File: config.mk
export PLATFORM = sky130hd
export DESIGN_NAME = pipeline_hazard_ctrl_flat
export DESIGN_NICKNAME = d
export VERILOG_FILES = /design/src/rtl/pipeline_hazard_ctrl_if.sv /design/src/rtl/pipeline_hazard_ctrl.sv /design/src/flat_wrapper.sv
export SDC_FILE = /design/constraint.sdc
export NUM_CORES = 1
export LEC_CHECK = 0
export ABC_AREA = 1
export CAP_MARGIN = 30
export CORE_ASPECT_RATIO = 0.9
export CORE_MARGIN = 5
export CORE_UTILIZATION = 50
export CTS_CLUSTER_DIAMETER = 200
export DETAILED_ROUTE_END_ITERATION = 8
export PLACE_DENSITY = 0.89
export SLEW_MARGIN = 20
export SYNTH_ARGS = -nofsm -noshare
export SYNTH_HDL_FRONTEND = slang
export SYNTH_SLANG_ARGS = --single-unit
File: constraint.sdc
create_clock -name clk -period 1.96 [get_ports clk]
set_input_delay 0.392 -clock clk [delete_from_list [all_inputs] [get_ports clk]]
set_output_delay 0.392 -clock clk [all_outputs]
set_load 0.03 [all_outputs]
File: src/rtl/pipeline_hazard_ctrl_if.sv
// pipeline_hazard_ctrl_if: hazard-unit view of pipeline register fields and the stall/flush/forward controls
interface pipeline_hazard_ctrl_if #(parameter int unsigned CNT_W = 32);
   logic [4:0] Rs1D, Rs2D, Rs1E, Rs2E, RdE, RdM, RdW;
   logic [1:0] ResultSrcE;
   logic RegWriteM, RegWriteW, PCSrcE, dmem_req, dmem_ready;
   logic StallF, StallD, StallE, StallM, FlushD, FlushE, FlushW;
   logic [1:0] ForwardAE, ForwardBE;
   logic halted;
   logic [CNT_W-1:0] stall_cycles, flush_events;
   modport master (
      output Rs1D, Rs2D, Rs1E, Rs2E, RdE, RdM, RdW, ResultSrcE, RegWriteM, RegWriteW, PCSrcE, dmem_req, dmem_ready,
      input StallF, StallD, StallE, StallM, FlushD, FlushE, FlushW, ForwardAE, ForwardBE, halted, stall_cycles, flush_events
   );
   modport slave (
      input Rs1D, Rs2D, Rs1E, Rs2E, RdE, RdM, RdW, ResultSrcE, RegWriteM, RegWriteW, PCSrcE, dmem_req, dmem_ready,
      output StallF, StallD, StallE, StallM, FlushD, FlushE, FlushW, ForwardAE, ForwardBE, halted, stall_cycles, flush_events
   );
endinterface

File: src/rtl/pipeline_hazard_ctrl.sv
// pipeline_hazard_ctrl: 5-stage pipeline stall/flush/forward control with reset purge, memory-wait timeout and perf counters
module pipeline_hazard_ctrl #(
   parameter int unsigned INIT_CYCLES = 4,
   parameter int unsigned MEM_TIMEOUT = 255,
   parameter int unsigned CNT_W = 32
) (
   input logic clk,
   input logic rst,
   pipeline_hazard_ctrl_if.slave hz
);
   typedef enum logic [1:0] {INIT, RUN, MEM_WAIT, HALT} state_t;
   state_t state, nxt;
   logic [31:0] init_cnt, wait_cnt;
   logic halted;
   logic [CNT_W-1:0] stall_cycles, flush_events;
   logic stall_f, stall_d, stall_e, stall_m, flush_d, flush_e, flush_w, flush_ev;
   logic memwait, lduse;
   function automatic logic [1:0] fwd(input logic [4:0] rs);
      return (hz.RegWriteM && hz.RdM != 5'd0 && hz.RdM == rs) ? 2'b10 :
             (hz.RegWriteW && hz.RdW != 5'd0 && hz.RdW == rs) ? 2'b01 : 2'b00;
   endfunction
   assign memwait = hz.dmem_req & ~hz.dmem_ready;
   assign lduse = hz.ResultSrcE == 2'b01 && hz.RdE != 5'd0 && (hz.RdE == hz.Rs1D || hz.RdE == hz.Rs2D);
   always_comb begin
      stall_f = 1'b0;
      stall_d = 1'b0;
      stall_e = 1'b0;
      stall_m = 1'b0;
      flush_d = 1'b0;
      flush_e = 1'b0;
      flush_w = 1'b0;
      flush_ev = 1'b0;
      nxt = state;
      unique case (state)
         INIT: begin
            {stall_f, flush_d, flush_e, flush_w} = 4'b1111;
            if (init_cnt == INIT_CYCLES - 1) nxt = RUN;
         end
         RUN: begin
            if (memwait) begin
               {stall_f, stall_d, stall_e, stall_m, flush_w} = 5'b11111;
               nxt = MEM_WAIT;
            end else if (lduse) begin
               {stall_f, stall_d, flush_e} = 3'b111;
               flush_d = hz.PCSrcE;
               flush_ev = hz.PCSrcE;
            end else if (hz.PCSrcE) begin
               {flush_d, flush_e, flush_ev} = 3'b111;
            end
         end
         MEM_WAIT: begin
            if (hz.dmem_ready) nxt = RUN;
            else begin
               {stall_f, stall_d, stall_e, stall_m, flush_w} = 5'b11111;
               if (wait_cnt == MEM_TIMEOUT) nxt = HALT;
            end
         end
         default: {stall_f, stall_d, stall_e, stall_m, flush_w} = 5'b11111;
      endcase
   end
   always_ff @(posedge clk) begin
      if (!rst) begin
         state <= INIT;
         init_cnt <= '0;
         wait_cnt <= '0;
         halted <= 1'b0;
         stall_cycles <= '0;
         flush_events <= '0;
      end else begin
         state <= nxt;
         if (state == INIT) init_cnt <= init_cnt + 32'd1;
         // wait_cnt counts the RUN cycle that first saw the wait as wait cycle 1
         if (state == RUN && memwait) wait_cnt <= 32'd1;
         else if (state == MEM_WAIT) wait_cnt <= hz.dmem_ready ? '0 : wait_cnt + 32'd1;
         if (nxt == HALT) halted <= 1'b1;
         if (state != INIT && stall_f && !(&stall_cycles)) stall_cycles <= stall_cycles + 1'b1;
         if (flush_ev && !(&flush_events)) flush_events <= flush_events + 1'b1;
      end
   end
   assign hz.StallF = stall_f;
   assign hz.StallD = stall_d;
   assign hz.StallE = stall_e;
   assign hz.StallM = stall_m;
   assign hz.FlushD = flush_d;
   assign hz.FlushE = flush_e;
   assign hz.FlushW = flush_w;
   assign hz.ForwardAE = fwd(hz.Rs1E);
   assign hz.ForwardBE = fwd(hz.Rs2E);
   assign hz.halted = halted;
   assign hz.stall_cycles = stall_cycles;
   assign hz.flush_events = flush_events;
endmodule

File: src/flat_wrapper.sv
// flat-port wrapper written by rule: the top's interface ports become plain ports
module pipeline_hazard_ctrl_flat 
#(
   parameter int unsigned INIT_CYCLES = 4,
   parameter int unsigned MEM_TIMEOUT = 255,
   parameter int unsigned CNT_W = 32
)
  (clk, rst, hz_Rs1D, hz_Rs2D, hz_Rs1E, hz_Rs2E, hz_RdE, hz_RdM, hz_RdW, hz_ResultSrcE, hz_RegWriteM, hz_RegWriteW, hz_PCSrcE, hz_dmem_req, hz_dmem_ready, hz_StallF, hz_StallD, hz_StallE, hz_StallM, hz_FlushD, hz_FlushE, hz_FlushW, hz_ForwardAE, hz_ForwardBE, hz_halted, hz_stall_cycles, hz_flush_events);
  pipeline_hazard_ctrl_if #(.CNT_W(CNT_W)) hz_i ();
  input logic clk;
  input logic rst;
  input wire logic [$bits(hz_i.Rs1D)-1:0] hz_Rs1D;
  input wire logic [$bits(hz_i.Rs2D)-1:0] hz_Rs2D;
  input wire logic [$bits(hz_i.Rs1E)-1:0] hz_Rs1E;
  input wire logic [$bits(hz_i.Rs2E)-1:0] hz_Rs2E;
  input wire logic [$bits(hz_i.RdE)-1:0] hz_RdE;
  input wire logic [$bits(hz_i.RdM)-1:0] hz_RdM;
  input wire logic [$bits(hz_i.RdW)-1:0] hz_RdW;
  input wire logic [$bits(hz_i.ResultSrcE)-1:0] hz_ResultSrcE;
  input wire logic [$bits(hz_i.RegWriteM)-1:0] hz_RegWriteM;
  input wire logic [$bits(hz_i.RegWriteW)-1:0] hz_RegWriteW;
  input wire logic [$bits(hz_i.PCSrcE)-1:0] hz_PCSrcE;
  input wire logic [$bits(hz_i.dmem_req)-1:0] hz_dmem_req;
  input wire logic [$bits(hz_i.dmem_ready)-1:0] hz_dmem_ready;
  output wire logic [$bits(hz_i.StallF)-1:0] hz_StallF;
  output wire logic [$bits(hz_i.StallD)-1:0] hz_StallD;
  output wire logic [$bits(hz_i.StallE)-1:0] hz_StallE;
  output wire logic [$bits(hz_i.StallM)-1:0] hz_StallM;
  output wire logic [$bits(hz_i.FlushD)-1:0] hz_FlushD;
  output wire logic [$bits(hz_i.FlushE)-1:0] hz_FlushE;
  output wire logic [$bits(hz_i.FlushW)-1:0] hz_FlushW;
  output wire logic [$bits(hz_i.ForwardAE)-1:0] hz_ForwardAE;
  output wire logic [$bits(hz_i.ForwardBE)-1:0] hz_ForwardBE;
  output wire logic [$bits(hz_i.halted)-1:0] hz_halted;
  output wire logic [$bits(hz_i.stall_cycles)-1:0] hz_stall_cycles;
  output wire logic [$bits(hz_i.flush_events)-1:0] hz_flush_events;
  assign hz_i.Rs1D = hz_Rs1D;
  assign hz_i.Rs2D = hz_Rs2D;
  assign hz_i.Rs1E = hz_Rs1E;
  assign hz_i.Rs2E = hz_Rs2E;
  assign hz_i.RdE = hz_RdE;
  assign hz_i.RdM = hz_RdM;
  assign hz_i.RdW = hz_RdW;
  assign hz_i.ResultSrcE = hz_ResultSrcE;
  assign hz_i.RegWriteM = hz_RegWriteM;
  assign hz_i.RegWriteW = hz_RegWriteW;
  assign hz_i.PCSrcE = hz_PCSrcE;
  assign hz_i.dmem_req = hz_dmem_req;
  assign hz_i.dmem_ready = hz_dmem_ready;
  assign hz_StallF = hz_i.StallF;
  assign hz_StallD = hz_i.StallD;
  assign hz_StallE = hz_i.StallE;
  assign hz_StallM = hz_i.StallM;
  assign hz_FlushD = hz_i.FlushD;
  assign hz_FlushE = hz_i.FlushE;
  assign hz_FlushW = hz_i.FlushW;
  assign hz_ForwardAE = hz_i.ForwardAE;
  assign hz_ForwardBE = hz_i.ForwardBE;
  assign hz_halted = hz_i.halted;
  assign hz_stall_cycles = hz_i.stall_cycles;
  assign hz_flush_events = hz_i.flush_events;
  pipeline_hazard_ctrl #(.INIT_CYCLES(INIT_CYCLES), .MEM_TIMEOUT(MEM_TIMEOUT), .CNT_W(CNT_W)) u_core (.clk(clk), .rst(rst), .hz(hz_i));
endmodule
Word-level counts from Yosys, hierarchy flattened
Cells that the tools add are included.

Add/sub/neg operators: 4. Equal/unequal tests: 12. Muxes and demuxes: 28. Bitwise logic cells: 3. Reductions and logical operators: 24.

Operators by type and width (number): adder 32 x 1 -> 32 bit, second input constant (4); AND reduction 32 bit (2); == test 32 x 2 -> 1 bit, second input constant (1); == test 32 x 8 -> 1 bit, second input constant (1); 2-to-1 mux 32 bit (1); == test 5 bit (6); nonzero test 5 bit (3); 2-to-1 mux 1 bit (14); logical AND 1 bit (12); 2-to-1 mux 2 bit (6); one-hot mux 1 bit (2 select lines) (4); one-hot mux 1 bit (3 select lines) (2); one-hot mux 2 bit (3 select lines) (1); == test 2 x 1 -> 1 bit, second input constant (2); == test 2 bit, second input constant (2); nonzero test 2 bit (2); zero test 1 bit (2); zero test 2 bit (1); inverter 1 bit (2); OR reduction 2 bit (1); AND 1 bit (1); logical OR 1 bit (1).

Register bits: 131. Input port bits: 44. Output and inout bits: 76. Logic and storage cells: 78.

Depth between registers and ports, before layout
Depth after elaboration: 8. Depth in mapped cells: 16.

Worst setup path after synthesis
OpenSTA, ideal clock, no wires.

Kind: flip-flop to output port. From: register u_core.state[0]. To: output hz_FlushE. Arrival time: 2078 ps. Required time: 1568 ps. Path slack: -510 ps. Stages on the path, launching flop included: 9. Cells stage by stage: dfxtp_1 > inv_1 > ha_1 > buf_2 > inv_2 > clkbuf_1 > buf_1 > nand2_1 > o21bai_1.

Cells in the longest elaborated chain, start to end: 2. Elaborated cells on any way between the ends: 3. Those cells by class: 1 x eq/ne; 1 x mux; 1 x reduce/logical.

Ends and longest elaborated chain: start: declaration (RTL line pipeline_hazard_ctrl.sv:12) `state_t state, nxt;`; start signal: assignment (RTL line pipeline_hazard_ctrl.sv:70) `state <= nxt;`; == test 2 x 1 -> 1 bit or zero test 2 bit (tied branches) (RTL line pipeline_hazard_ctrl.sv:34) `unique case (state)`; one-hot mux 1 bit (2 select lines) * (RTL line pipeline_hazard_ctrl.sv:34); end: declaration (RTL line flat_wrapper.sv:30) `output wire logic [$bits(hz_i.FlushE)-1:0] hz_FlushE;`.

Every way passes the cells marked *; elsewhere a longest branch is shown, timed or not.

Worst setup path in the final report
From: register u_core.state[0]. To: output hz_FlushW.

Cells in the longest elaborated chain, start to end: 2. Elaborated cells on any way between the ends: 3. Those cells by class: 2 x eq/ne; 1 x mux.

Ends and longest elaborated chain: == test 2 bit or == test 2 x 1 -> 1 bit (tied branches) (RTL line pipeline_hazard_ctrl.sv:34); one-hot mux 1 bit (2 select lines) * (RTL line pipeline_hazard_ctrl.sv:34); end: declaration (RTL line flat_wrapper.sv:31) `output wire logic [$bits(hz_i.FlushW)-1:0] hz_FlushW;`.

Marks and branches as above.

==> impl_metrics.toml <==
[outcome]
run_status = "finished, violations left"
violations = "negative setup slack"

[timing]
setup_viol = 8
max_freq_ghz = 0.4869
period_minus_slack_ps = 2054
worstMarginPinSlew_ps = 422.7
relSlewSlack = 0.7172
worst_slack_ps = -93.94
finalCritPeriodShare = 1.048
finalMaxSlewViolations = 0
holdWs_ps = 458.6
rsz0062_at_grt = "yes"
hold_viol = 0
fin_worst_skew_ps = 5.965

[finish]
design_area_um2 = 11520
drive_above_1_share = 0.1809
fillers = 1206
layoutNonFillerInstCount = 1739
syn_to_final_growth_pct = 38.50
nets = 1570

[floorplanning]
start_util = 0.5121
die_area_um2 = 19320
ioPinCount = 120
die_w_um = 145.9
core-area_um2 = 16240
num_rows = 44
die-height_um = 132.4

[synthesis]
synth_area_um2 = 8317
synthArstFlopShare = 0
synth-main-ff-cell = "dfxtp_1"
synthesis.nets = 1364
synth_cells = 1312
synthTopCellsByArea = "dfxtp_1, nand2_1, nor2_1"
synth_edf_count = 0
avgSynthCellArea_um2 = 6.339
synth.top_cell.area_share = 0.3153
seq_area_frac_synth = 0.3153
yosys_warnings = 0
synth_seq_cells = 131
ys_types = 48
synth.largest_area_cell = "dfxtp_1"

[global_routing]
grt_max_degree = 58
antenna_found_initial = 1
top_usage_layer = "met2"
grt_pass1_vias = 8946
grt_first_pass_wirelength_um = 42300
grtUsageTotal = 0.2584
met3_usage = 0.05053
use_met2 = 0.4278
grt_overflow = 0
grtUsageMet1 = 0.3378

[routing]
wl_um = 27230
viasPerCell = 5.654
ant_nets = 0
vias = 9833
wl_per_cell_um = 15.66
drcViolationCount = 0
first_pass_iters = 7
drt_iter0_markers = 1231

[critical_path]
cpPeakStageDelay_ps = 360
cp_max_fo = 4
crit_required_ps = 1570
critPathBufInv = 4
arrival_ps = 1660
path_cells = "buf_6, ha_4, nand3_4, nand2_4, inv_4, nand2_4, buf_4, buf_6"
crit_slowest_cell = "dfxtp_4"
crit_type = "flop to primary output"
cp_top_family = "buffers and inverters"
critical_path_cell_count = 8
r2r_cells = 11
crit_path_start_kind = "flop"
endpoint_kind = "primary output"

[placement]
place_area_um2 = 10310
place_hpwl_um = 18210
dp.cells = 1684
io_buffers = 119
gp_congestion = 0.9745

[power_and_ir_drop]
power_density_nw_per_um2 = 594.1
ir_drop_mv = 0.7091
leakage_uw = 0.004852

[worst_hold_path]
worstHoldPathType = "flop to flop"
whs_path_depth = 1

[cts]
root_buffer = "clkbuf_16"
insertion_delay_ps = 430
cts_tree = "built"
cts.clk_slew.worst_paths_ps = 60
cts_buffers = 17
ctsHoldBuffers = 0
htree_levels = 4
cts_sinks = 131
clock_path_buffers = 2

[job]
drv_cap = 0
## power by group
group	total, uW	leakage [uW]	internal (uW)	switching (uW)
Combinational	847	0.00351	370	477
Sequential	2710	0.00106	2680	22.7
Clock	3290	0.000283	2030	1260
## logic make-up (layout without fill, tap and decap cells)
| group | after synthesis | count (layout) | synth area share |
|---|---|---|---|
| simple gates | 758 | 758 | 0.4071 |
| buf+inv | 189 | 408 | 0.09177 |
| compound gates | 157 | 157 | 0.1011 |
| flops | 131 | 131 | 0.3153 |
| xor+xnor | 69 | 69 | 0.07266 |
| fa+ha+maj | 8 | 8 | 0.01204 |
| other cells | 0 | 1 | 0 |
## placed cells by master, fill, tap and decap left out, types with 5 or more instances in the layout
master	Yosys	final
clkbuf_2	0	6
a21oi_1	104	104
buf_12	0	9
nor2_2	10	22
dfxtp_2	0	10
clkdlybuf4s50_1	0	25
nand2_1	352	341
dfxtp_1	131	118
nand3_4	1	5
clkbuf_16	0	19
nand3_1	74	68
nor3_1	48	42
nand2_4	1	6
clkdlybuf4s15_1	0	5
buf_4	7	91
xor2_1	46	46
nor2_4	2	5
o21ai_1	11	11
nor2_1	166	151
nand2_2	5	11
dlymetal6s2s_1	0	23
nand4_1	61	61
dlygate4sd2_1	0	46
xnor2_1	23	19
inv_2	16	16
buf_6	2	14
nor3_2	4	9
nand3b_1	6	6
inv_1	134	131
o21ai_0	25	25
## per-stage QoR
step | setup TNS (ps) | setup WS, ps | power, uW | util
4_1_cts | -123.0 | -46.90 | 6771 | 0.6844
3_5_place_dp | -10510 | -317.3 | 3468 | 0.6348
3_3_place_gp | -8742 | -286.3 | 3454 | 0.6348
5_1_grt | -729.4 | -107.8 | 7037 | 0.7092
2_1_floorplan | -35.06 | -22.85 | 3139 | -
6_report | -404.6 | -93.94 | 6844 | 0.7092
## sequential cells by signal, indices dropped and copies added, names as in the netlist
name	cells
u_core.hz.stall_cycles	32
u_core.wait_cnt	32
u_core.hz.flush_events	32
u_core.hz.halted	1
u_core.init_cnt	32
u_core.state	2
## cell type report
cell class	count	area [um2]	share of cell area
clock inverters	12	156.4	0.01358
inverters	154	590.6	0.05127
diodes	1	2.502	0.0002173
well taps	207	259.0	0.02249
flip-flops and latches	131	2646	0.2297
repair buffers	222	2107	0.1829
multi-input cells	992	5310	0.4610
clock buffers	20	446.7	0.03878
## Yosys cell counts, types with 3 or more instances
| cell type | number |
|---|---|
| nand3b_1 | 6 |
| nor4_1 | 6 |
| o21ai_0 | 25 |
| buf_4 | 7 |
| nor3_2 | 4 |
| inv_1 | 134 |
| nor3b_2 | 3 |
| a21oi_1 | 104 |
| nor2_2 | 10 |
| clkbuf_1 | 15 |
| o211ai_1 | 3 |
| dfxtp_1 | 131 |
| nor3_1 | 48 |
| nand4_1 | 61 |
| and2_1 | 3 |
| buf_1 | 3 |
| clkinv_1 | 3 |
| a221oi_1 | 4 |
| or2_0 | 4 |
| ha_1 | 8 |
| xor2_1 | 46 |
| xnor2_1 | 23 |
| nand2_1 | 352 |
| buf_2 | 8 |
| nor2_1 | 166 |
| or2_2 | 6 |
| o21ai_1 | 11 |
| nand2_2 | 5 |
| nand3_1 | 74 |
| inv_2 | 16 |
## layer usage
layer | vias to the layer above | share of wire | wire length (um)
met5 | - | 0 | 0
met4 | 0 | 0.032 | 865
met3 | 106 | 0.087 | 2363
met2 | 550 | 0.48 | 13000
met1 | 4476 | 0.40 | 10990
li1 | 4701 | - | -
## path summary, 6_finish.rpt
| check | to | startpoint | slack [ps] |
|---|---|---|---|
| worst min register to register | u_core.init_cnt[0]$_SDFFE_PN0P_ | u_core.init_cnt[0]$_SDFFE_PN0P_ | 460 |
| worst max register to register | u_core.hz.stall_cycles[9]$_SDFFE_PN0P_ | u_core.hz.stall_cycles[1]$_SDFFE_PN0P_ | 70 |
| worst max-delay path | hz_FlushW | u_core.state[0]$_SDFF_PN0_ | -90 |
| worst min-delay path | u_core.init_cnt[0]$_SDFFE_PN0P_ | u_core.init_cnt[0]$_SDFFE_PN0P_ | 460 |
## timing repair
action                     CTS  global route
setup buffers                5            15
pin swaps                   24            33
setup endpoints to repair   46           109
gates resized for setup    122            95
gates cloned                 0             2
Power figures use the tool's default switching activity.
